<file path="config.mk">
export PLATFORM = sky130hd
export DESIGN_NAME = serial_adder
export DESIGN_NICKNAME = d
export VERILOG_FILES = /design/src/rtl/serial_adder.sv
export SDC_FILE = /design/constraint.sdc
export NUM_CORES = 1
export LEC_CHECK = 0
export CORE_ASPECT_RATIO = 0.6
export CORE_MARGIN = 2
export CORE_UTILIZATION = 49
export CTS_CLUSTER_DIAMETER = 30
export DETAILED_ROUTE_END_ITERATION = 7
export HOLD_SLACK_MARGIN = 0.05
export PLACE_DENSITY = 0.88
export SLEW_MARGIN = 10
export SYNTH_ARGS = -nofsm -noshare
export SYNTH_HDL_FRONTEND = slang
export SYNTH_SLANG_ARGS = --single-unit
</file>
<file path="constraint.sdc">
create_clock -name clk -period 1.7 [get_ports clk]
set_input_delay 0.17 -clock clk [delete_from_list [all_inputs] [get_ports clk]]
set_output_delay 0.17 -clock clk [all_outputs]
set_load 0.005 [all_outputs]
</file>
<file path="src/rtl/serial_adder.sv">
// serial_adder: bit-serial LSB-first adder with valid/ready in (a, b, cin) and out (sum, cout), busy during SHIFT
module serial_adder #(
  parameter int WIDTH = 8
) (
  input  logic             clk,
  input  logic             rst_n,
  input  logic             in_valid,
  output logic             in_ready,
  input  logic [WIDTH-1:0] a,
  input  logic [WIDTH-1:0] b,
  input  logic             cin,
  output logic             out_valid,
  input  logic             out_ready,
  output logic [WIDTH-1:0] sum,
  output logic             cout,
  output logic             busy
);
  localparam int CW = WIDTH > 1 ? $clog2(WIDTH) : 1;
  typedef enum logic [1:0] {IDLE, SHIFT, DONE} state_t;
  state_t state_q, state_d;
  logic [WIDTH-1:0] a_q, a_d, b_q, b_d, sum_q, sum_d;
  logic carry_q, carry_d, cout_q, cout_d;
  logic [CW-1:0] cnt_q, cnt_d;
  logic s, c_next;
  assign s = a_q[0] ^ b_q[0] ^ carry_q;
  assign c_next = (a_q[0] & b_q[0]) | (a_q[0] & carry_q) | (b_q[0] & carry_q);
  assign in_ready = state_q == IDLE;
  assign busy = state_q == SHIFT;
  assign out_valid = state_q == DONE;
  assign sum = sum_q;
  assign cout = cout_q;
  always_comb begin
    state_d = state_q;
    a_d = a_q;
    b_d = b_q;
    sum_d = sum_q;
    carry_d = carry_q;
    cout_d = cout_q;
    cnt_d = cnt_q;
    case (state_q)
      IDLE: if (in_valid) begin
        a_d = a;
        b_d = b;
        carry_d = cin;
        cnt_d = '0;
        state_d = SHIFT;
      end
      SHIFT: begin
        a_d = a_q >> 1;
        b_d = b_q >> 1;
        sum_d = sum_q >> 1;
        sum_d[WIDTH-1] = s;
        carry_d = c_next;
        cnt_d = cnt_q + 1'b1;
        if (cnt_q == CW'(WIDTH - 1)) begin
          cout_d = c_next;
          state_d = DONE;
        end
      end
      DONE: state_d = out_ready ? IDLE : DONE;
      default: state_d = IDLE;
    endcase
  end
  always_ff @(posedge clk or negedge rst_n) begin
    if (!rst_n) begin
      state_q <= IDLE;
      a_q <= '0;
      b_q <= '0;
      sum_q <= '0;
      carry_q <= 1'b0;
      cout_q <= 1'b0;
      cnt_q <= '0;
    end else begin
      state_q <= state_d;
      a_q <= a_d;
      b_q <= b_d;
      sum_q <= sum_d;
      carry_q <= carry_d;
      cout_q <= cout_d;
      cnt_q <= cnt_d;
    end
  end
endmodule
</file>
==> flow_metrics.env <==
export IMPL_clockBufferDepth=2
export IMPL_final_core_util_pct=68.8
export IMPL_crit_arrival_ns=1.50
export IMPL_switching_power_uw=1160
export IMPL_cts_tree="yes"
export IMPL_combPwrFrac_pct=43.8
export IMPL_syn_to_final_growth_pct=32.5
export IMPL_cp_cell_sequence="buf_4 > nand2b_1 > inv_1 > clkdlybuf4s50_1"
export IMPL_clockRootBuffer="clkbuf_8"
export IMPL_vias_per_cell=5.50
export IMPL_synthTopCellsByCount="dfrtp_1, inv_1, nor3b_1"
export IMPL_cp_required_ns=1.53
export IMPL_min_path_type="in2async"
export IMPL_clkPwrFrac_pct=17.8
export IMPL_cts_htree_levels=2
export IMPL_cts_buffers=5
export IMPL_die_w_um=75.5
export IMPL_dp_worst_setup_slack_ns=-0.0183
export IMPL_clk_transition_reported_paths_ns=0.06
export IMPL_cp_slowest_cell="clkdlybuf4s50_1"
export IMPL_gr_usage_all_layers_pct=21.2
export IMPL_nets=184
export IMPL_wl_per_cell_um=16.9
export IMPL_die_area_um2=3540
export IMPL_core_area_um2=2890
export IMPL_yosys_area_top_type="dfrtp_1"
export IMPL_yosysMostFrequentCell="dfrtp_1"
export IMPL_grt_pass1_wl_um=5250
export IMPL_synth_cell_area_um2=1500
export IMPL_n_antenna_cell=0
export IMPL_fin_worst_skew_ns=0.00274
export IMPL_rows=15
export IMPL_seqCellArea_um2=778
export IMPL_worstReg2RegStart="state_q[0]"
export IMPL_setup_viol=0
export IMPL_critPathCaptureType="primary output"
export IMPL_multi_input_area_um2=616
export IMPL_critPathKind="reg2out"
export IMPL_hold_buffers=0
export IMPL_worstSetupStartpointType="register"
export IMPL_drv_cap=0
export IMPL_io_buffer_count=32
export IMPL_vias=1116
export IMPL_synth_seq_cells=31
export IMPL_cts_sinks=31
export IMPL_fin_crit_ns=1.67
export IMPL_fin_ws_ns=0.0275
export IMPL_clock_fmax_mhz=598
export IMPL_drtIter0Drc=123
export IMPL_start_util_pct=51.9
export IMPL_crit_path_max_fanout=8
export IMPL_antenna_found_initial=0
export IMPL_avgSynthCellArea_um2=12.4
export IMPL_fillers=218
export IMPL_dr_pass1_iters=4
export IMPL_status="finished clean"
export IMPL_slew_headroom_pct=42.4
export IMPL_yosysWarnings=0
export IMPL_die_h_um=46.9
export IMPL_async_flop_share_pct=100
export IMPL_p_seq_share_pct=38.4
export IMPL_ant_nets=0
export IMPL_overflow=0
export IMPL_yosysTopAreaCellShare_pct=51.7
export IMPL_worstMarginPinSlew_ns=0.863
export IMPL_slew_viol_final=0
export IMPL_seq_area_frac_synth_pct=51.7
export IMPL_synthCells=121
export IMPL_crit_start="state_q[1]"
export IMPL_hold_viol_final=0
export IMPL_period_share_pct=98.4
export IMPL_grt_max_degree=32
export IMPL_powerDensity_nw_per_um2=1780
export IMPL_switching_share_pct=32.8
export IMPL_p_int_uw=2380
export IMPL_leakagePower_uw=0.000831
export IMPL_worstSkewPairLatency_ns=0.28
export IMPL_netlist_top_cells_area="dfrtp_1, mux2_2, nor4b_1, nor3b_1, a211oi_1"
export IMPL_gp_congestion=0.747
export IMPL_synth_edf_count=0
export IMPL_drc_errors=0
export IMPL_cpPeakStageDelay_ns=0.49
export IMPL_syn_nets=145
export IMPL_synthFlopType="dfrtp_1"
export IMPL_routed_wl_um=3430
export IMPL_drive_gt1_share_pct=23.6
export IMPL_dp_hpwl_um=2230
export IMPL_grt_pass1_vias=1097
export IMPL_peakVddDrop_mv=1.00
export IMPL_ios=33
export IMPL_ys_types=25
timing repair:
action	in CTS	in global routing
setup endpoints to repair	3	2
resized for setup	5	0
setup buffers	0	3
hold endpoints to repair	0	0
final cells by class:
class / count / area share, %
clock buffers: 8 / 5.03
multi-input cells: 68 / 30.9
well taps: 42 / 2.64
repair buffers: 43 / 20.2
flip-flops and latches: 31 / 39.1
inverters: 11 / 2.08
critical path: cells and delay by family (launching register included):
kind / cells / cell delay, ns
buffers and inverters: 3 / 0.71
flip-flops: 1 / 0.43
AND/OR/NAND/NOR: 1 / 0.08
power groups by stage:
| stage | logic, µW | clock network (µW) | registers, µW |
|---|---|---|---|
| after floorplan | 971 | 0 | 1290 |
| after CTS | 1480 | 644 | 1370 |
| after global placement | 1380 | 0 | 1340 |
| final | 1550 | 628 | 1360 |
| after global routing | 1680 | 676 | 1410 |
| after detailed placement | 1460 | 0 | 1370 |
stage by stage:
step	std cells	total power (µW)	instance area (µm²)	TNS (ns)	hold slack [ns]
CTS	200	3490	1970	0	0.298
finish	203	3540	1990	0	0.292
global placement	192	2720	1860	0	0.471
global route	203	3760	1990	-0.0223	0.341
floorplan	121	2260	1500	0	-0.126
detailed placement	192	2830	1860	-0.0287	0.480
cells by family after synthesis:
kind of cell,share of synthesized area (%)
AO/OA/AOI/OAI,13.3
adder cells (fa/ha/maj),3.00
buffers and inverters,7.50
flip-flops,51.7
multiplexers,7.42
AND/OR/NAND/NOR,17.1
layer usage:
layer | vias to the layer above | share of wire [%] | global-route usage, %
met4 | 0 | 2.4 | 11.6
met5 | - | 0 | 0
li1 | 524 | - | -
met3 | 9 | 4.2 | 6.44
met2 | 25 | 48 | 32.3
met1 | 558 | 46 | 27.6
sequential cells by signal (all words and copies together) (netlist names):
| register | flops |
|---|---|
| cout | 1 |
| state_q | 2 |
| carry_q | 1 |
| sum | 8 |
| cnt_q | 3 |
| b_q | 8 |
| a_q | 8 |
layout by cell type, fill, tap and decap left out, types with 4 or more instances in the layout:
cell type         n
o221a_2           6
mux2_2            9
a211oi_1          9
nand2b_1          4
or4b_1            6
clkbuf_8          7
nor3b_1          10
dfrtp_1          29
buf_4            11
clkdlybuf4s50_1  31
nor4b_1           9
inv_1            10
worst paths after layout:
path | slack, ns | endpoint | cells past startpoint
min in group clk | 0.48 | state_q[1] | 2
worst max-delay path | 0.03 | out_valid | 4
worst max register to register | 0.15 | a_q[3] | 2
worst min-delay path | 0.29 | sum[4] | 2
worst min register to register | 0.49 | cnt_q[0] | 1
max in group asynchronous | 1.10 | state_q[0] | 2
Note: power is estimated with default switching activity, not from simulation.
